### config.mk
export PLATFORM = sky130hd
export DESIGN_NAME = alu_error_reporter
export DESIGN_NICKNAME = d
export VERILOG_FILES = /design/src/rtl/alu_error_reporter.sv
export SDC_FILE = /design/constraint.sdc
export NUM_CORES = 1
export LEC_CHECK = 0
export ABC_AREA = 1
export BUFFER_PORTS_ARGS = -buffer_cell sky130_fd_sc_hd__buf_2
export CAP_MARGIN = 5
export CORE_UTILIZATION = 55
export DETAILED_ROUTE_END_ITERATION = 8
export GPL_TIMING_DRIVEN = 0
export PLACE_DENSITY = 0.78
export SLEW_MARGIN = 20
export SYNTH_ARGS = -nofsm -noshare
export SYNTH_HDL_FRONTEND = slang
export SYNTH_SLANG_ARGS = --single-unit
### constraint.sdc
create_clock -name clk -period 1.6 [get_ports clk]
set_clock_uncertainty 0.15 [all_clocks]
set_input_delay 0.4 -clock clk [delete_from_list [all_inputs] [get_ports clk]]
set_output_delay 0.4 -clock clk [all_outputs]
set_load 0.05 [all_outputs]
### src/rtl/alu_error_reporter.sv
// alu_error_reporter
// Latches the first ULA error (divide by zero, unused opcode, negative
// subtraction) and blinks LEDR9 until the operator acknowledges it with a
// debounced pushbutton press. It also counts latched errors, saturating at 15.
//
// Ports:
//   clk        system clock (single domain)
//   reset      synchronous active-high reset
//   exec       one-cycle strobe: seletor/b/sub_neg valid, operation committed
//   seletor    ULA operation select (001 sub, 110 div, 111 unused)
//   b          second operand
//   sub_neg    subtraction result is negative
//   key_ack_n  raw asynchronous pushbutton, active-low
//   ledr9      error LED (blinks while an error is latched)
//   err_code   latched cause: 00 none, 01 div0, 10 unused op, 11 neg sub
//   err_count  errors latched since reset, saturating at 15
//   busy       high while an error is latched
module alu_error_reporter #(
   parameter int BLINK_DIV       = 25_000_000,
   parameter int DEBOUNCE_CYCLES = 500_000
) (
   input  logic       clk,
   input  logic       reset,
   input  logic       exec,
   input  logic [2:0] seletor,
   input  logic [3:0] b,
   input  logic       sub_neg,
   input  logic       key_ack_n,
   output logic       ledr9,
   output logic [1:0] err_code,
   output logic [3:0] err_count,
   output logic       busy
);

   localparam int BW = (BLINK_DIV > 1) ? $clog2(BLINK_DIV) : 1;
   localparam int DW = $clog2(DEBOUNCE_CYCLES + 1);
   localparam logic [BW-1:0] BLINK_LAST = BW'(BLINK_DIV - 1);
   localparam logic [DW-1:0] DEB_LAST   = DW'(DEBOUNCE_CYCLES - 1);

   typedef enum logic {
      ST_IDLE  = 1'b0,
      ST_ERROR = 1'b1
   } state_t;

   logic          key_meta_r;
   logic          key_sync_r;
   logic          key_deb_r;
   logic          key_deb_d_r;
   logic [DW-1:0] deb_cnt_r;
   logic          ack_press_r;

   state_t        state_r;
   logic [BW-1:0] blink_cnt_r;
   logic          ledr9_r;
   logic [1:0]    err_code_r;
   logic [3:0]    err_count_r;
   logic          busy_r;

   logic          err_cond_s;
   logic [1:0]    err_cause_s;
   logic          err_hit_s;
   logic          load_s;

   // Error decode; the three conditions are disjoint by seletor.
   always_comb begin
      err_cond_s  = 1'b0;
      err_cause_s = 2'b00;
      case (seletor)
         3'b110: begin
            if (b == 4'b0000) begin
               err_cond_s  = 1'b1;
               err_cause_s = 2'b01;
            end else begin
               err_cond_s  = 1'b0;
               err_cause_s = 2'b00;
            end
         end
         3'b111: begin
            err_cond_s  = 1'b1;
            err_cause_s = 2'b10;
         end
         3'b001: begin
            if (sub_neg) begin
               err_cond_s  = 1'b1;
               err_cause_s = 2'b11;
            end else begin
               err_cond_s  = 1'b0;
               err_cause_s = 2'b00;
            end
         end
         default: begin
            err_cond_s  = 1'b0;
            err_cause_s = 2'b00;
         end
      endcase
   end

   assign err_hit_s = exec & err_cond_s;
   // A new error is latched from IDLE, or in ERROR when it coincides with an ack.
   assign load_s    = err_hit_s & ((state_r == ST_IDLE) | ack_press_r);

   // Key synchronizer, debouncer and registered press pulse.
   always_ff @(posedge clk) begin
      if (reset) begin
         key_meta_r  <= 1'b1;
         key_sync_r  <= 1'b1;
         key_deb_r   <= 1'b1;
         key_deb_d_r <= 1'b1;
         deb_cnt_r   <= '0;
         ack_press_r <= 1'b0;
      end else begin
         key_meta_r  <= key_ack_n;
         key_sync_r  <= key_meta_r;
         key_deb_d_r <= key_deb_r;
         // Pulse one cycle after the debounced level falls; release is ignored.
         ack_press_r <= key_deb_d_r & ~key_deb_r;
         if (key_sync_r != key_deb_r) begin
            if (deb_cnt_r == DEB_LAST) begin
               key_deb_r <= key_sync_r;
               deb_cnt_r <= '0;
            end else begin
               deb_cnt_r <= deb_cnt_r + DW'(1);
            end
         end else begin
            deb_cnt_r <= '0;
         end
      end
   end

   // Error FSM with registered LED, cause, counter and busy outputs.
   always_ff @(posedge clk) begin
      if (reset) begin
         state_r     <= ST_IDLE;
         blink_cnt_r <= '0;
         ledr9_r     <= 1'b0;
         err_code_r  <= 2'b00;
         err_count_r <= 4'h0;
         busy_r      <= 1'b0;
      end else if (load_s) begin
         state_r     <= ST_ERROR;
         blink_cnt_r <= '0;
         ledr9_r     <= 1'b1;
         err_code_r  <= err_cause_s;
         err_count_r <= (err_count_r == 4'hF) ? 4'hF : err_count_r + 4'h1;
         busy_r      <= 1'b1;
      end else begin
         case (state_r)
            ST_IDLE: begin
               state_r <= ST_IDLE;
            end
            ST_ERROR: begin
               if (ack_press_r) begin
                  state_r     <= ST_IDLE;
                  blink_cnt_r <= '0;
                  ledr9_r     <= 1'b0;
                  err_code_r  <= 2'b00;
                  busy_r      <= 1'b0;
               end else if (blink_cnt_r == BLINK_LAST) begin
                  blink_cnt_r <= '0;
                  ledr9_r     <= ~ledr9_r;
               end else begin
                  blink_cnt_r <= blink_cnt_r + BW'(1);
               end
            end
            default: begin
               state_r     <= ST_IDLE;
               blink_cnt_r <= '0;
               ledr9_r     <= 1'b0;
               err_code_r  <= 2'b00;
               busy_r      <= 1'b0;
            end
         endcase
      end
   end

   assign ledr9     = ledr9_r;
   assign err_code  = err_code_r;
   assign err_count = err_count_r;
   assign busy      = busy_r;

endmodule

; ---- Yosys cells after proc, flatten, opt, wreduce, memory -nomap -nowiden
; Index checks and enable logic that the tools add are counted.
[totals]
ff_bits = 58
latchBits = 0
ramBits = 0
romBits = 0
inputBits = 12
output_inout_bits = 8
word_cells = 61
mem_count = 0
[op_classes]
n_addsub = 3
n_mul = 0
n_div = 0
magnitude_cmp = 0
n_eq_ne = 7
n_shift = 0
muxes = 22
bitwise_logic = 8
n_reduce_logical = 9
[ops]
columns = cell, n
row1 = $mux W25, 2
row2 = $add A25 B1 Y25 const B, 1
row3 = $eq A25 B25 Y1 const B, 1
row4 = $add A19 B1 Y19 const B, 1
row5 = $eq A19 B19 Y1 const B, 1
row6 = $mux W1, 12
row7 = $mux W2, 4
row8 = $eq A3 B3 Y1 const B, 2
row9 = $pmux W2 S3, 1
row10 = $reduce_and A2 Y1, 3
row11 = $add A4 B1 Y4 const B, 1
row12 = $eq A4 B4 Y1 const B, 1
row13 = $logic_not A4 Y1, 1
row14 = $mux W4, 1
row15 = $not A1 Y1, 4
row16 = $reduce_bool A2 Y1, 2
row17 = $and A1 B1 Y1, 3
row18 = $eq A3 B1 Y1 const B, 1
row19 = $pmux W1 S3, 1
row20 = $reduce_bool A3 Y1, 1
row21 = $reduce_or A3 Y1, 1
row22 = $pmux W1 S2, 1
row23 = $reduce_or A2 Y1, 1
row24 = $ne A1 B1 Y1, 1
row25 = $or A1 B1 Y1, 1

; ---- Logic depth before layout (Yosys ltp)
; Gate-level depths: netlist of run 1.
[depth]
depth_word = 7
mapped_depth = 11
depth_no_buf = 11

; ---- Worst setup path after synthesis of run 1
; Ideal clock, no wire load.
[synth_timing]
path_kind = register -> register
start = reg blink_cnt_r[0]
end = reg blink_cnt_r[14]
setup_time_ns = 0.122
arrival_time_ns = 1.399
required_ns = 1.328
setup_slack_ns = -0.071
stages_incl_launch_ff = 9
n_path_buf = 0
period_less_slack_ns = 1.671
cell_sequence = dfxtp_1 ha_1 nand3_1 nor2_1 nand3_2 nor2_2 nand2_1 o21ai_0 a21oi_1
[synth_via]
elab_chain_len = 3
elab_cells_between_ends = 4
classes_between = add/sub: 1 / eq/ne: 1 / mux: 2
[synth_rtl]
columns = item, line_no
row1 = from (decl), 53  ; logic [BW-1:0] blink_cnt_r;
row2 = from (signal assigned), 162  ; blink_cnt_r <= blink_cnt_r + BW'(1);
row3 = $add A25 B1 Y25 / $eq A25 B25 Y1 (equally long branches), "162, 158"
row4 = $mux W25 *, 158  ; end else if (blink_cnt_r == BLINK_LAST) begin
row5 = $mux W25 *, 152  ; if (ack_press_r) begin
; Every way passes the cells marked *; elsewhere a longest branch is shown, timed or not.
; A chain may end at the register's enable or synchronous reset.

; ---- Final worst setup path of run 1
[layout_timing]
start = reg blink_cnt_r[5]
end = reg blink_cnt_r[18]
; The elaborated chain is that of the path after synthesis.

==> impl_metrics.toml, run 1 <==
[status]
outcome = "finished, violations left"
violated_checks = "setup timing"

[cts]
ctsRootBufferMaster = "clkbuf_8"
clk-insertion-delay-late_ns = 0.35
cts-buffers-inserted = 9
htreeDepth = 3
clkSlewWorstSetupHoldPaths_ns = 0.07
cts.hold.buffers_added = 0
sinks_on_the_clock_net = 58
cts_tree = "done"
clockBufferDepth = 2

[placement]
post-place-cells = 578
portBuffers = 19
hpwlAfterDp_mm = 5.31
place.gp.congestion = 0.874
worst_setup_slack_after_placement_ns = -0.275

[sta]
maxClockFrequency_ghz = 0.607
timing.final.crit_share_pct = 103
final-hold-violation-count = 0
finalMaxSlewViolations = 0
worst_hold_slack_ns = 0.0787
tightestPinTransition_ns = 0.599
setup_ws_final_ns = -0.0475
slew_headroom_pct = 60.0
setup_viol = 16
setup_repair_after_global_routing_missed_its_margin = "yes"
min_period_ns = 1.65

[synth]
yosys_warnings = 0
synthFlopType = "dfxtp_1"
sequential_share_of_the_synthesized_area_pct = 34.8
synth.ff_latch_count = 58
synth.lib_cells_used.distinct = 36
post-synth-top-count-cell = "nand2_1"
synth.top_cells.by_count = "nand2_1, dfxtp_1, nor2_1"
syn-instance-count = 487
synthArstFlopShare_pct = 0
synth-edff-count = 0
synthTopCellsByArea = "dfxtp_1, nand2_1, nor2_1"
synth_fp_nets = 502
synthesis.area_per_instance_um2 = 6.85
netlist_area_um2 = 3330
post-synth-top-area-cell = "dfxtp_1"
synthDominantCellAreaShare_pct = 34.8

[floorplan]
dieArea_um2 = 6380
die_y_um = 79.9
floorplan.die.width_um = 79.9
design.portCount = 20
fp-row-count = 27
core_um2 = 5680
initial_util_pct = 58.8

[critical_path]
critPathLaunch = "blink_cnt_r[5]"
critical_setup_path_kind = "reg -> reg"
worstRegToRegCells = 10
cpMostUsedCell = "nand2_2"
worstSetupStartpointType = "flop"
rrSetupSlack_ns = -0.05
rr_startpoint = "blink_cnt_r[5]"
data_arrival_time_of_the_critical_path_ns = 1.74
crit_required_ns = 1.69
critical_path.endpoint_type = "flop"
critical_path.cell_chain = "nand2_2 > nor2_2 > nand2_2 > inv_2 > nand3_4 > nand2_8 > clkinv_8 > clkbuf_16 > nand3_2 > a21oi_2"
timing.critical_path.slowest_cell_delay_ns = 0.38
critPathMaxFanout = 6
cp-endpoint = "blink_cnt_r[18]"
cp_slowest_cell = "dfxtp_4"
worst_r2r_endpoint = "blink_cnt_r[18]"

[detailed_routing]
detailed_route_iter0_violations = 300
drtPass1Iterations = 6
vias_per_cell = 5.52
drc = 0
via_count = 3478
wl_per_cell_um = 14.5
final_antenna_net_count = 0
finalWirelength_mm = 9.13

[hold_path]
timing.hold.worst.class = "in -> reg"

[power]
cellInternalPower_mw = 2.31
p_sw_share_pct = 25.2
finalPower_mw = 3.09
seqPwrFrac_pct = 46.8
powerDensity_nw_per_um2 = 699
leakage_nw = 1.68
pwr-share-comb_pct = 7.5
power.share.clock_pct = 45.7
power_switching_mw = 0.779
vdd_ir_drop_max_v = 0.000959

[grt]
gr-total-overflow = 0
grt_antenna_before_repair = 0
first_global_vias = 3048
globalRouteMet1Util_pct = 30.5
met3_layer_usage_reported_by_global_route_pct = 4.34
first_pass_grt_wire_length_mm = 13.0
grt_util_all_layers_pct = 26.4
grt_max_degree = 11
met2_usage_in_global_routing_pct = 46.9
grt_busiest_layer = "met2"

[flow_run]
drv.max_cap_violation_count = 0

[finish]
finalNetCount = 568
layout_cell_share_with_drive_strength_beyond_1_pct = 37.1
layoutNonFillerInstCount = 630
layout-area-overhead-vs-synth_pct = 32.6
antenna_diode_count = 0
nFillCells = 377
-- repair_timing --
item                                    CTS  global route
pin swaps                                18            28
endpoints found under the setup margin   37            46
gates cloned                              0             2
resized for setup                        39            88
buffers inserted                         19            17
-- critical path, delay by kind of cell, from the launching register on --
family | cells | cell delay [ns]
AO/OA/AOI/OAI | 1 | 0.05
AND/OR/NAND/NOR | 6 | 0.61
flip-flops | 1 | 0.38
buffers and inverters | 3 | 0.34
-- cell type report --
| cell class | count | area, um2 | share of cell area [%] |
|---|---|---|---|
| clock inverter | 5 | 52.6 | 1.19 |
| timing repair buffer | 56 | 402 | 9.09 |
| multi-input combinational | 362 | 2180 | 49.4 |
| tap | 72 | 90.1 | 2.04 |
| buffer | 6 | 53.8 | 1.22 |
| sequential | 58 | 1230 | 27.9 |
| inverter | 59 | 246 | 5.58 |
| clock buffer | 11 | 151 | 3.42 |
| timing repair inverter | 1 | 8.76 | 0.198 |
-- kinds of logic after synthesis --
logic type	after synthesis	synth area share (%)
AO/OA/AOI/OAI	57	9.83
XOR/XNOR	10	2.63
adder cells (fa/ha/maj)	3	1.13
buffers and inverters	67	8.78
flip-flops	58	34.8
AND/OR/NAND/NOR	292	42.8
-- per-layer routing --
metal | part of all wire, % | vias up
li1 | - | 1702
met1 | 40 | 1620
met2 | 51 | 128
met3 | 6.3 | 28
met4 | 2.8 | 0
met5 | 0 | -
-- cells in the final DEF, fill, tap and decap left out, types with 5 or more instances in the layout --
cell,count
nor2_1,40
nand4_1,18
xnor2_1,5
nor2_2,16
nand2_2,11
a21oi_1,28
nand2_1,122
dfxtp_1,30
nand2_4,9
dfxtp_4,14
nor3b_1,5
nand3_4,7
or2_2,5
clkbuf_8,11
inv_1,51
a21oi_2,12
dfxtp_2,14
nand3_1,22
nand3_2,6
buf_2,16
nor2_4,14
buf_4,35
nor3_1,6
o21ai_0,6
-- power by group through the flow --
stage          clock network [mW]  registers (mW)  logic (mW)
6_report                     1.41            1.45       0.233
5_1_grt                      1.47            1.45       0.247
4_1_cts                      1.42            1.46       0.184
3_5_place_dp                    0            1.50       0.168
3_3_place_gp                    0            1.50       0.165
2_1_floorplan                   0            1.52      0.0936
-- state kept, by name (all words and copies together) (netlist names) --
register and count:
busy 1, deb_cnt_r 19, key_sync_r 1, ledr9 1, ack_press_r 1, err_code 2
blink_cnt_r 25, err_count 4, key_deb_r 1, key_meta_r 1, state_r 1, key_deb_d_r 1
-- worst min-delay path by stage --
| stage | startpoint | endpoint | slack [ns] | cells past startpoint |
|---|---|---|---|---|
| 2_1_floorplan | key_meta_r | key_sync_r | 0.24 | 1 |
| 3_3_place_gp | key_meta_r | key_sync_r | 0.24 | 1 |
| 6_report | key_ack_n | key_meta_r | 0.08 | 2 |
| 4_1_cts | key_ack_n | key_meta_r | 0.08 | 2 |
| 3_5_place_dp | key_meta_r | key_sync_r | 0.25 | 1 |
| 5_1_grt | key_ack_n | key_meta_r | 0.09 | 2 |
-- through the flow --
step / utilization, % / area [um2] / TNS, ns
after floorplan: - / 3340 / 0
after detailed placement: 62.1 / 3520 / -7.33
after global placement: 62.1 / 3520 / -5.50
after global routing: 77.9 / 4420 / -2.24
final: 77.9 / 4420 / -0.328
after CTS: 70.2 / 3990 / -0.162
No activity file was read; power rests on OpenSTA's default activity.
==> run 2: changes to the inputs <==
Settings changed: CTS_BUF_LIST set to sky130_fd_sc_hd__clkbuf_16.
==> impl_metrics.toml, run 2 (synthesis gave the netlist of run 1 again) <==
[sta]
min_period_ns = 1.66
final-hold-violation-count = 0
maxClockFrequency_ghz = 0.603
setup_ws_final_ns = -0.0591
setup_tns_ns = -0.828
slew_headroom_pct = 65.2
finalMaxSlewViolations = 0
tightestPinTransition_ns = 0.521
setup_viol = 23
setup_repair_after_global_routing_missed_its_margin = "yes"
timing.final.crit_share_pct = 104

[power]
leakage_nw = 1.71
vdd_ir_drop_max_v = 0.00103
finalPower_mw = 3.54
powerDensity_nw_per_um2 = 787

[critical_path]
data_arrival_time_of_the_critical_path_ns = 1.72
cpMostUsedCell = "nand2_4"
critPathLaunch = "deb_cnt_r[0]"
worstSetupStartpointType = "flop"
worst_path_dominant_cell_family = "simple AND/OR/NAND/NOR gates"
critical_setup_path_kind = "reg -> reg"
critPathMaxFanout = 10
cp_num_buf_inv = 1
crit_required_ns = 1.66
cp_slowest_cell = "dfxtp_2"
critical_path.endpoint_type = "flop"
timing.critical_path.slowest_cell_delay_ns = 0.35
critical_path.cell_chain = "ha_4 > nand2_4 > nor3_1 > nand3_2 > nand2_4 > buf_6 > a21oi_1"
rr_startpoint = "deb_cnt_r[0]"

[detailed_routing]
drtPass1Iterations = 7
final_antenna_net_count = 0
detailed_route_iter0_violations = 326
wl_per_cell_um = 15.6
drc = 0
via_count = 3596
finalWirelength_mm = 9.92
vias_per_cell = 5.66

[cts]
clkSlewWorstSetupHoldPaths_ns = 0.05
cts.hold.buffers_added = 0
cts-buffers-inserted = 9
ctsRootBufferMaster = "clkbuf_16"
clk-insertion-delay-late_ns = 0.33
clockBufferDepth = 2
cts_tree = "done"
sinks_on_the_clock_net = 58
htreeDepth = 3

[floorplan]
floorplan.die.width_um = 79.9
initial_util_pct = 58.8
dieArea_um2 = 6380
design.portCount = 20
die_y_um = 79.9
core_um2 = 5680
fp-row-count = 27

[placement]
hpwlAfterDp_mm = 5.31
portBuffers = 19
place.gp.congestion = 0.874

[status]
violated_checks = "setup timing"
outcome = "finished, violations left"

[finish]
layout-area-overhead-vs-synth_pct = 34.7
largest_register_ffs = 25
final_util_pct = 79.2
finalNetCount = 573
nFillCells = 352
most_common_library_cell_in_the_layout_ignoring_fill_and_taps = "nand2_1"
max_flop_register = "blink_cnt_r"
layout_common_cells = "nand2_1, inv_1, nor2_1"
layout_cell_share_with_drive_strength_beyond_1_pct = 38.0
antenna_diode_count = 0

[hold_path]
hold_path.startpoint = "key_ack_n"
timing.hold.worst.class = "in -> reg"

[grt]
grt_antenna_before_repair = 0
first_global_vias = 3201
gr-total-overflow = 0
grt_util_all_layers_pct = 29.6
grt_max_degree = 11
first_pass_grt_wire_length_mm = 14.3

[flow_run]
drv.max_cap_violation_count = 0
## run 2: cell count changes in the layout (fill, tap and decap cells not counted), sizes merged
cell / delta
buf: +10
clkbuf: -6
clkinv: +1
clkinvlp: -1
inv: +1
## run 2: path summary, 6_finish.rpt
check                                     to  cells past startpoint  slack (ns)
worst min-delay path              key_meta_r                      2        0.10
worst min register to register    key_sync_r                      1        0.26
worst max register to register  deb_cnt_r[5]                      7       -0.06
worst max-delay path            deb_cnt_r[5]                      7       -0.06
## run 2: cell type report
class                      count  area, um2  share of cell area [%]
timing repair buffer          62        457                    10.2
clock buffer                   9        225                    5.01
clock inverter                 7       60.1                    1.34
multi-input combinational    362       2140                    47.7
tap                           72       90.1                    2.01
sequential                    58       1230                    27.3
buffer                         6       55.1                    1.23
inverter                      59        235                    5.24
## run 2: what timing repair did
item / 4_1_cts / 5_1_grt
pin swaps: 22 / 37
hold endpoints to repair: 0 / 0
setup buffers: 27 / 16
resized for setup: 55 / 70
cloned: 1 / 0
endpoints found under the setup margin: 38 / 45
## run 2: routing by layer
metal | GRT usage [%] | up-vias | part of all wire [%]
li1 | - | 1706 | -
met1 | 32.8 | 1649 | 38
met2 | 53.5 | 186 | 51
met3 | 4.80 | 55 | 6.8
met4 | 15.9 | 0 | 4.6
met5 | 0 | - | 0
## run 2: worst reg2reg max path, cell delays in order, from the launching register on
cell and delay, ns:
dfxtp_2 0.35, ha_4 0.15, nand2_4 0.07, nor3_1 0.31
nand3_2 0.17, nand2_4 0.15, buf_6 0.16, a21oi_1 0.05
## run 2: per-stage QoR
stage | instance area, um2 | hold slack, ns | cells | setup slack [ns]
finish | 4490 | 0.104 | 635 | -0.0591
global route | 4490 | 0.109 | 635 | -0.130
detailed placement | 3520 | 0.253 | 578 | -0.275
floorplan | 3340 | 0.239 | 487 | 0.00552
CTS | 4190 | 0.102 | 620 | -0.0577
global placement | 3520 | 0.243 | 578 | -0.234
## run 2: report_power, final
part           internal [mW]  switching [mW]  total [mW]
Sequential              1.44          0.0109        1.45
Clock                   1.18           0.687        1.87
Combinational         0.0733           0.141       0.214
Total                   2.70           0.839        3.54
